### src/rtl/issue_window_pkg.sv
// Shared pipeline types for the issue stage: decoded instruction record,
// register index width, and the pairwise same-cycle conflict check.
package issue_window_pkg;

    localparam int REG_N_DEF = 32;
    localparam int REG_W     = $clog2(REG_N_DEF);

    typedef struct packed {
        logic [REG_W-1:0] w_reg;
        logic [REG_W-1:0] r_reg0;
        logic [REG_W-1:0] r_reg1;
        logic             need_csr;
        logic             invalid_inst;
        logic             need_mul;
        logic             need_div;
        logic             need_lsu;
        logic             need_bpu;
    } inst_t;

    // True when 'late' may not issue in the same cycle as the older 'early'.
    function automatic logic pair_conflict(input inst_t early, input inst_t late);
        logic data_c;
        logic struct_c;
        data_c = (early.w_reg != '0) &&
                 ((early.w_reg == late.r_reg0) ||
                  (early.w_reg == late.r_reg1) ||
                  (early.w_reg == late.w_reg));
        struct_c = early.need_csr | early.invalid_inst |
                   late.need_csr  | late.invalid_inst  |
                   (early.need_mul & late.need_mul) |
                   (early.need_div & late.need_div) |
                   (early.need_lsu & late.need_lsu) |
                   (early.need_bpu & late.need_bpu);
        return data_c | struct_c;
    endfunction

endpackage

### src/rtl/issue_window_scoreboard.sv
// Busy bit per architectural register for pending long-latency writes.
// Clears apply before sets so a same-cycle set on the same register wins.
module issue_scoreboard
    import issue_window_pkg::*;
#(
    parameter int REG_N   = REG_N_DEF,
    parameter int ISSUE_W = 2
) (
    input  logic                            clk,
    input  logic                            rst_n,
    input  logic                            flush_i,
    input  logic [ISSUE_W-1:0]              set_valid_i,
    input  logic [ISSUE_W-1:0][REG_W-1:0]   set_reg_i,
    input  logic [ISSUE_W-1:0]              clr_valid_i,
    input  logic [ISSUE_W-1:0][REG_W-1:0]   clr_reg_i,
    output logic [REG_N-1:0]                busy_o
);

    logic [REG_N-1:0] busy_q;
    logic [REG_N-1:0] busy_d;

    // NOTE: every combinational output gets a default first so no latch is inferred.
    always_comb begin
        busy_d = busy_q;
        for (int k = 0; k < ISSUE_W; k++) begin
            if (clr_valid_i[k]) busy_d[clr_reg_i[k]] = 1'b0;
        end
        for (int k = 0; k < ISSUE_W; k++) begin
            if (set_valid_i[k]) busy_d[set_reg_i[k]] = 1'b1;
        end
        busy_d[0] = 1'b0;
        if (flush_i) busy_d = '0;
    end

    // NOTE: sequential state is updated with non-blocking assignments only.
    always_ff @(posedge clk) begin
        if (!rst_n) busy_q <= '0;
        else        busy_q <= busy_d;
    end

    assign busy_o = busy_q;

endmodule

### src/rtl/issue_window.sv
// In-order issue window: DEPTH-entry circular queue issuing up to ISSUE_W
// instructions per cycle. Define ISSUE_SCOREBOARD_EN to add the busy-register scoreboard.
module issue_window
    import issue_window_pkg::*;
#(
    parameter int ISSUE_W = 2,
    parameter int DEPTH   = 4,
    parameter int REG_N   = REG_N_DEF
) (
    input  logic                            clk,
    input  logic                            rst_n,
    input  logic                            flush_i,
    input  inst_t [ISSUE_W-1:0]             inst_i,
    input  logic [ISSUE_W-1:0]              valid_i,
    output logic                            ready_o,
    output inst_t [ISSUE_W-1:0]             inst_o,
    output logic                            ex_valid_o,
    input  logic                            ex_ready_i,
    output logic [ISSUE_W-1:0]              is_o,
    input  logic [ISSUE_W-1:0]              wb_valid_i,
    input  logic [ISSUE_W-1:0][REG_W-1:0]   wb_reg_i
);

    localparam int PTR_W = (DEPTH > 1) ? $clog2(DEPTH) : 1;
    localparam int CNT_W = $clog2(DEPTH + 1);

    function automatic logic [PTR_W-1:0] wrap_add(input logic [PTR_W-1:0] p, input int n);
        return PTR_W'((int'(p) + n) % DEPTH);
    endfunction

    function automatic logic [CNT_W-1:0] popcount(input logic [ISSUE_W-1:0] v);
        logic [CNT_W-1:0] c;
        c = '0;
        for (int i = 0; i < ISSUE_W; i++) c = c + CNT_W'(v[i]);
        return c;
    endfunction

    logic [PTR_W-1:0]        head_q, head_d, tail_q, tail_d;
    logic [CNT_W-1:0]        count_q, count_d;
    inst_t [DEPTH-1:0]       mem_q, mem_d;
    logic [REG_N-1:0]        busy;
    logic [ISSUE_W-1:0]      blocked, ok;
    logic                    push;
    logic [CNT_W-1:0]        push_n, pop_n;

    assign ready_o = (DEPTH - int'(count_q)) >= ISSUE_W;
    assign push    = valid_i[0] && ready_o && !flush_i;
    assign push_n  = push ? popcount(valid_i) : '0;
    assign pop_n   = popcount(is_o);

    always_comb begin
        inst_o = '0;
        for (int k = 0; k < ISSUE_W; k++) inst_o[k] = mem_q[wrap_add(head_q, k)];
    end

    // Each slot needs every older slot to issue and to be free of pairwise conflicts.
    always_comb begin
        logic [ISSUE_W-1:0] ok_v;
        ok_v    = '0;
        blocked = '0;
        for (int k = 0; k < ISSUE_W; k++) begin
            blocked[k] = busy[inst_o[k].r_reg0] | busy[inst_o[k].r_reg1] | busy[inst_o[k].w_reg];
            ok_v[k]    = (k < int'(count_q)) && !blocked[k];
            if (k > 0) begin
                ok_v[k] = ok_v[k] && ok_v[k-1];
                for (int j = 0; j < k; j++) begin
                    if (pair_conflict(inst_o[j], inst_o[k])) ok_v[k] = 1'b0;
                end
            end
        end
        ok = ok_v;
    end

    assign ex_valid_o = ok[0];
    assign is_o       = ok & {ISSUE_W{ex_ready_i & ~flush_i}};

    always_comb begin
        mem_d   = mem_q;
        head_d  = wrap_add(head_q, int'(pop_n));
        tail_d  = tail_q;
        count_d = count_q + push_n - pop_n;
        if (push) begin
            for (int k = 0; k < ISSUE_W; k++) begin
                if (valid_i[k]) mem_d[wrap_add(tail_q, k)] = inst_i[k];
            end
            tail_d = wrap_add(tail_q, int'(push_n));
        end
        if (flush_i) begin
            head_d  = '0;
            tail_d  = '0;
            count_d = '0;
        end
    end

    always_ff @(posedge clk) begin
        if (!rst_n) begin
            head_q  <= '0;
            tail_q  <= '0;
            count_q <= '0;
        end else begin
            head_q  <= head_d;
            tail_q  <= tail_d;
            count_q <= count_d;
        end
    end

    // NOTE: queue storage is not reset; entries are only consumed below count_q.
    always_ff @(posedge clk) begin
        mem_q <= mem_d;
    end

`ifdef ISSUE_SCOREBOARD_EN
    logic [ISSUE_W-1:0]            sb_set;
    logic [ISSUE_W-1:0][REG_W-1:0] sb_set_reg;

    always_comb begin
        sb_set     = '0;
        sb_set_reg = '0;
        for (int k = 0; k < ISSUE_W; k++) begin
            sb_set[k]     = is_o[k] && (inst_o[k].w_reg != '0) &&
                            (inst_o[k].need_mul | inst_o[k].need_div | inst_o[k].need_lsu);
            sb_set_reg[k] = inst_o[k].w_reg;
        end
    end

    issue_scoreboard #(
        .REG_N   (REG_N),
        .ISSUE_W (ISSUE_W)
    ) u_scoreboard (
        .clk         (clk),
        .rst_n       (rst_n),
        .flush_i     (flush_i),
        .set_valid_i (sb_set),
        .set_reg_i   (sb_set_reg),
        .clr_valid_i (wb_valid_i),
        .clr_reg_i   (wb_reg_i),
        .busy_o      (busy)
    );
`else
    logic unused_wb;
    assign busy      = '0;
    assign unused_wb = ^{wb_valid_i, wb_reg_i};
`endif

endmodule
### config.mk
export PLATFORM = sky130hd
export DESIGN_NAME = issue_window
export DESIGN_NICKNAME = d
export VERILOG_FILES = /design/src/rtl/issue_window_pkg.sv /design/src/rtl/issue_window_scoreboard.sv /design/src/rtl/issue_window.sv
export SDC_FILE = /design/constraint.sdc
export NUM_CORES = 1
export LEC_CHECK = 0
export CAP_MARGIN = 20
export CORE_MARGIN = 5
export CORE_UTILIZATION = 54
export DETAILED_ROUTE_END_ITERATION = 12
export PLACE_DENSITY = 0.81
export SYNTH_ARGS = -nofsm -noshare
export SYNTH_HDL_FRONTEND = slang
export SYNTH_HIERARCHICAL = 1
export SYNTH_SLANG_ARGS = --single-unit
### constraint.sdc
create_clock -name clk -period 7.24 [get_ports clk]
set_input_delay 1.086 -clock clk [delete_from_list [all_inputs] [get_ports clk]]
set_output_delay 1.086 -clock clk [all_outputs]
set_load 0.01 [all_outputs]
==> impl_results.md, run 1 <==
- Pleak: 2.93 nW
- First-pass GRT wire length: 27000 um
- Met3 routed WL: 1590 um
- Worst Tran Pin Value: 0.850 ns
- Final-report hold violation count: 0
- Fill count: 827
- Die Y: 118 um
- DRT antenna net count: 0
- Syn_nets: 623
- Total track usage: 24.1%
- RSZ-0062 raised after global routing: false
- Worst VDD drop: 0.0984 mV
- Skew final: 0.00635 ns
- # IOs: 106
- Max frequency: 189 MHz
- Initial Util: 54.9%
- Area taken by multi-input logic gates: 3410 um2
- Maximum clock path buffer count: 2
- Outcome: complete, no violations
- IO buf count: 93
- Max Cap Viol: 0
- Max layer used: met4
- # clock sinks: 91
- Final cell count without fillers: 775
- Post-CTS Setup Bufs: 0
- Final Setup Violations: 0
- Register Area: 2670 um2
- CP required: 6.15 ns
- Pwr Density: 183 nW/um2
- Number of global-route vias before repair: 4935
- YS warnings: 6
- Critical path endpoint category: primary output
- CTS tree: done
- # resized after CTS: 0
- Setup CP Type: input pin to primary output
- WL final: 16600 um
- Core box area: 11400 um2
- Synth Register Bits: 91
- Root Buffer: clkbuf_16
- Post-layout util: 67.1%
- GP Congestion: 0.849
- Largest area contributor in the netlist: edfxtp_1
- Top cell type's share of synthesized area: 40.4%
- Routed wl met2: 7930 um
- Post-Syn Area per Cell: 11.3 um2
- Antenna Cells: 0
- Share of cells above drive strength 1: 12.2%
- Worst r2r path cells: 15
- TritonCTS Buffers: 9
- Clock period minus worst slack: 5.29 ns
- TritonRoute pass-1 iters: 6
- CTS Hold Bufs: 0
- Via Count: 5010
- Post-DR vias/cell: 6.46
- Relative slew margins: 43.3%
- Seq/Total Area, Yosys: 42.6%
- Crit path DAT: 4.21 ns
- Initial antenna violation count: 0
- Hold Crit Class: flip-flop to flip-flop
- Cell variety after synth: 39
- Die area: 13800 um2
- DIE WIDTH: 118 um
- Tcrit/Tclk final: 73.1%
- Clk pin slew, worst setup/hold paths: 0.07 ns
- Synth area leaders: edfxtp_1 40%, mux2i_1 14%, mux4_2 14%
- Area grow syn2layout: 22.3%
- Largest net degree at the start of global routing: 87
- Row count: 39
- DP HPWL: 10600 um
- Worst Hold Depth: 2
- Wire per inst: 21.4 um
- Inst Count DP: 758
- Post-Syn Instances: 553
- Total grt overflow: 0
- Met1 WL: 6720 um
- H-tree levels: 3
- Later-pin clock latency in the skew report: 0.34 ns
- Critical path launch point type: input pin
- DRC viols: 0
- Final setup TNS: 0 ns
- DRT iter0 DRCs: 488
- Nets: 697
- Crit Path Max Fanout: 4
- Area of the mapped netlist: 6240 um2
- Final slew viol count: 0
power by group:
group,leakage [nW],switching (W),internal [W],total (W)
clock network,0.153,0.000206,0.000303,0.000509
logic,1.93,0.000117,0.000123,0.000240
registers,0.844,0.0000296,0.000620,0.000649
total,2.93,0.000352,0.00105,0.00140
synth_stat cells (all sizes together):
cell type / number
or4: 2
o22ai: 3
nor2b: 3
xnor2: 7
buf: 15
a221oi: 6
clkbuf: 26
or3b: 1
a221o: 1
fa: 2
o311ai: 1
o311a: 6
nor2: 11
nand2b: 2
and2: 5
o21ai: 87
or3: 1
nand3b: 7
a21oi: 6
xor2: 16
a211o: 2
edfxtp: 84
nor4: 2
or4b: 1
inv: 8
and3: 1
nor3b: 3
nand3: 3
nor3: 1
mux2i: 89
mux4: 38
mux2: 3
dfxtp: 7
nand2: 93
ha: 8
o41ai: 2
final cells by class:
class                      instances  area share, %
multi-input combinational        413           44.6
sequential                        91           34.9
timing repair buffer             104           13.5
clock buffer                      10           3.00
tap                              143           2.34
clock inverter                     6           1.18
inverter                           8          0.393
path summary, 6_finish.rpt:
kind                            slack [ns]  startpoint          to
worst max-delay path                  1.95     flush_i     is_o[1]
worst min-delay path                  0.60  count_q[2]  count_q[2]
worst max register to register        2.42   head_q[1]  count_q[2]
worst min register to register        0.60  count_q[2]  count_q[2]
flip-flops by register name (all words and copies together) (netlist names):
register,cells
count_q,3
head_q,2
tail_q,2
mem_q,84
per-stage QoR:
stage / setup slack (ns) / hold slack, ns / cell area [um2] / total power, W
2_1_floorplan: 0.351 / 0.528 / 6240 / 0.000780
3_5_place_dp: 2.02 / 0.585 / 7290 / 0.000895
3_3_place_gp: 2.01 / 0.559 / 7290 / 0.000884
6_report: 1.95 / 0.599 / 7630 / 0.00140
5_1_grt: 1.84 / 0.651 / 7630 / 0.00145
4_1_cts: 1.96 / 0.595 / 7610 / 0.00140
cells in the final DEF, fill, tap and decap left out, drive strengths merged, types with 2 or more instances in the layout:
master and count:
nand2 93, clkdlybuf4s50 93, mux2i 89, o21ai 87, edfxtp 84, mux4 38
xor2 16, buf 11, nor2 11, clkbuf 10, inv 8, ha 8
nand3b 7, xnor2 7, dfxtp 7, a221oi 6, o311a 6, a21oi 6
and2 5, nand3 3, mux2 3, o22ai 3, nor2b 3, nor3b 3
clkinv 3, nand2b 2, nor4 2, o41ai 2, or4 2, a211o 2
fa 2, bufinv 2
critical path, stage by stage:
cell and delay, ns:
clkdlybuf4s50_1 0.49, nand2b_1 0.20, or4_1 0.53, or4b_1 0.53, a221o_1 0.29, a211o_1 0.26, a21oi_2 0.23, clkdlybuf4s50_1 0.59
logic make-up (layout without fill, tap and decap cells):
| family | Yosys count | in the layout | synth area share [%] |
|---|---|---|---|
| AO/OA/AOI/OAI | 114 | 114 | 10.5 |
| AND/OR/NAND/NOR | 136 | 136 | 9.72 |
| XOR/XNOR | 23 | 23 | 3.23 |
| adder cells (fa/ha/maj) | 10 | 10 | 2.24 |
| buffers and inverters | 49 | 128 | 3.17 |
| multiplexers | 130 | 130 | 28.5 |
| flip-flops | 91 | 91 | 42.6 |
per-layer routing:
layer,vias up,track usage (%)
li1,2252,-
met1,2468,33.2
met2,263,37.8
met3,27,5.62
met4,0,8.24
met5,-,0
Note: power is estimated with default switching activity, not from simulation.
==> run 2, diff against run 1 <==
--- a/config.mk
+++ b/config.mk
@@ -7,9 +7,9 @@
 export LEC_CHECK = 0
 export CAP_MARGIN = 20
 export CORE_MARGIN = 5
-export CORE_UTILIZATION = 54
+export CORE_UTILIZATION = 49
 export DETAILED_ROUTE_END_ITERATION = 12
-export PLACE_DENSITY = 0.81
+export PLACE_DENSITY = 0.78
 export SYNTH_ARGS = -nofsm -noshare
 export SYNTH_HDL_FRONTEND = slang
 export SYNTH_HIERARCHICAL = 1
==> constraint.sdc (replaced) <==
create_clock -name clk -period 4.41 [get_ports clk]
set_input_delay 0.6615 -clock clk [delete_from_list [all_inputs] [get_ports clk]]
set_output_delay 0.6615 -clock clk [all_outputs]
set_load 0.01 [all_outputs]
==> run 2 against run 1 <==
Net effect:
- combinational power up 68%
- sequential power up 65%
- die area up 9.3%
- critical endpoint is now count_q[2]
- flip-flop and latch count unchanged
- design area up 1.5%
- routed wire length up 3.1%
- non-clock buffer count up 9
==> impl_results.md, run 2 (synthesized netlist as in run 1, its figures left out) <==
- Outcome: complete, no violations
- Core box area: 12600 um2
- Most used cell, CP: ha_1
- CTS Hold Bufs: 0
- Critical Path, Cell by Cell: clkdlybuf4s50_1 > nand2b_1 > or4_1 > or4b_1 > a221o_1 > a211o_1 > a21oi_2 > ha_1 > ha_1 > inv_1 > ha_1 > fa_2 > xor2_2 > xnor2_1 > nor2_1
- GP Congestion: 0.872
- Post-DR vias/cell: 6.23
- Switching share of power: 25.7%
- Worst VDD drop: 0.164 mV
- CTS tree: done
- Gate power share: 18.1%
- Later-pin clock latency in the skew report: 0.34 ns
- Clk pin slew, worst setup/hold paths: 0.07 ns
- Total grt overflow: 0
- Share of power burned in registers: 47.8%
- Dpl ws: -0.212 ns
- Nets: 706
- Final Setup Violations: 0
- Final cell count without fillers: 813
- Initial Util: 49.7%
- Internal power: 0.00166 W
- H-tree levels: 3
- Largest net degree at the start of global routing: 85
- TritonRoute pass-1 iters: 5
- Pleak: 2.99 nW
- Die area: 15100 um2
- Post-CTS Setup Bufs: 0
- Slowest-stage cell, CP: or4b_1
- Share of cells above drive strength 1: 13.6%
- Via Count: 5064
- Final slew viol count: 0
- Crit Path Max Fanout: 2
- Most frequent cells in the layout: 93 x nand2_1, 92 x clkdlybuf4s50_1, 89 x mux2i_1
- DRT antenna net count: 0
- Sw power: 0.000572 W
- Crit path DAT: 4.44 ns
- Inst Count DP: 796
- Most common cell after layout, fill and taps aside: nand2_1
- Critical path endpoint category: flip-flop
- RSZ-0062 raised after global routing: false
- Pwr Density: 288 nW/um2
- DIE WIDTH: 123 um
- Skew final: 0.00651 ns
- Crit-path max cell delay: 0.51 ns
- IO buf count: 93
- TritonCTS Buffers: 9
- Max frequency: 237 MHz
- Row count: 41
- Maximum clock path buffer count: 2
- Antenna Cells: 0
- Final-report hold violation count: 0
- # IOs: 106
- Wire per inst: 21.1 um
- Setup CP Type: input pin to flip-flop
- Biggest register: mem_q
- Setup ws final: 0.199 ns
- Biggest regs: mem_q x84, count_q x3
- Number of global-route vias before repair: 4959
- WL final: 17100 um
- Die Y: 123 um
- Hold Crit Class: flip-flop to flip-flop
- Worst Tran Pin Value: 0.769 ns
- Tcrit/Tclk final: 95.5%
- DRT iter0 DRCs: 438
- First-pass GRT wire length: 26900 um
- # clock sinks: 91
- DP HPWL: 11300 um
- Relative slew margins: 48.8%
- Clock period minus worst slack: 4.21 ns
- Clock power frac: 34.2%
- DRC viols: 0
- CP required: 4.64 ns
- Initial antenna violation count: 0
- Max Cap Viol: 0
- Area grow syn2layout: 24.0%
- Root Buffer: clkbuf_16
- Total track usage: 23.4%
- Critical path launch point type: input pin
- Max reg flops: 84
run 2: power groups by stage:
stage | combinational, W | sequential [W] | clock (W)
CTS | 0.000396 | 0.00107 | 0.000768
global route | 0.000435 | 0.00107 | 0.000807
global placement | 0.000381 | 0.00108 | 0
detailed placement | 0.000392 | 0.00108 | 0
finish | 0.000403 | 0.00107 | 0.000762
floorplan | 0.000212 | 0.00107 | 0
run 2: what timing repair did:
item,CTS,global route
gates resized for setup,0,3
hold endpoints to repair,0,0
endpoints found under the setup margin,0,2
run 2: path summary, 6_finish.rpt:
kind / startpoint / end / slack, ns / cells after the start
setup / recovery: flush_i / count_q[2] / 0.20 / 15
hold / removal: count_q[2] / count_q[2] / 0.60 / 2
setup reg to reg: mem_q[4] / count_q[2] / 0.27 / 14
hold reg to reg: count_q[2] / count_q[2] / 0.60 / 2
run 2: layout make-up:
class,instances,area (um2)
Fill cell,973,4820
Multi-Input combinational cell,413,3420
Sequential cell,91,2670
Timing Repair Buffer,113,1130
Clock buffer,10,229
Tap cell,172,215
Clock inverter,6,56.3
Inverter,8,30.0
run 2: stage by stage:
step	instance area (um2)	utilization, %	total power [W]	hold WS, ns	setup TNS, ns
after floorplan	6250	-	0.00128	0.545	0
after global placement	7420	59.0	0.00146	0.567	-0.0948
after detailed placement	7420	59.0	0.00148	0.592	-0.212
after CTS	7700	61.3	0.00223	0.606	0
after global routing	7740	61.6	0.00232	0.641	0
final	7740	61.6	0.00223	0.604	0
run 2: metal layers:
layer  up-vias  track usage, %  wire length (um)
met3        23            6.08              1580
met5         -               0                 0
met1      2522            31.9              6910
met2       249            37.0              8370
met4         0            6.93               267
li1       2270               -                 -
run 2: critical path: cells and delay by family:
family,cells,cell delay (ns)
AND/OR/NAND/NOR,4,1.22
adder cells (fa/ha/maj),4,1.09
AO/OA/AOI/OAI,3,0.71
buffers and inverters,2,0.46
XOR/XNOR,2,0.30
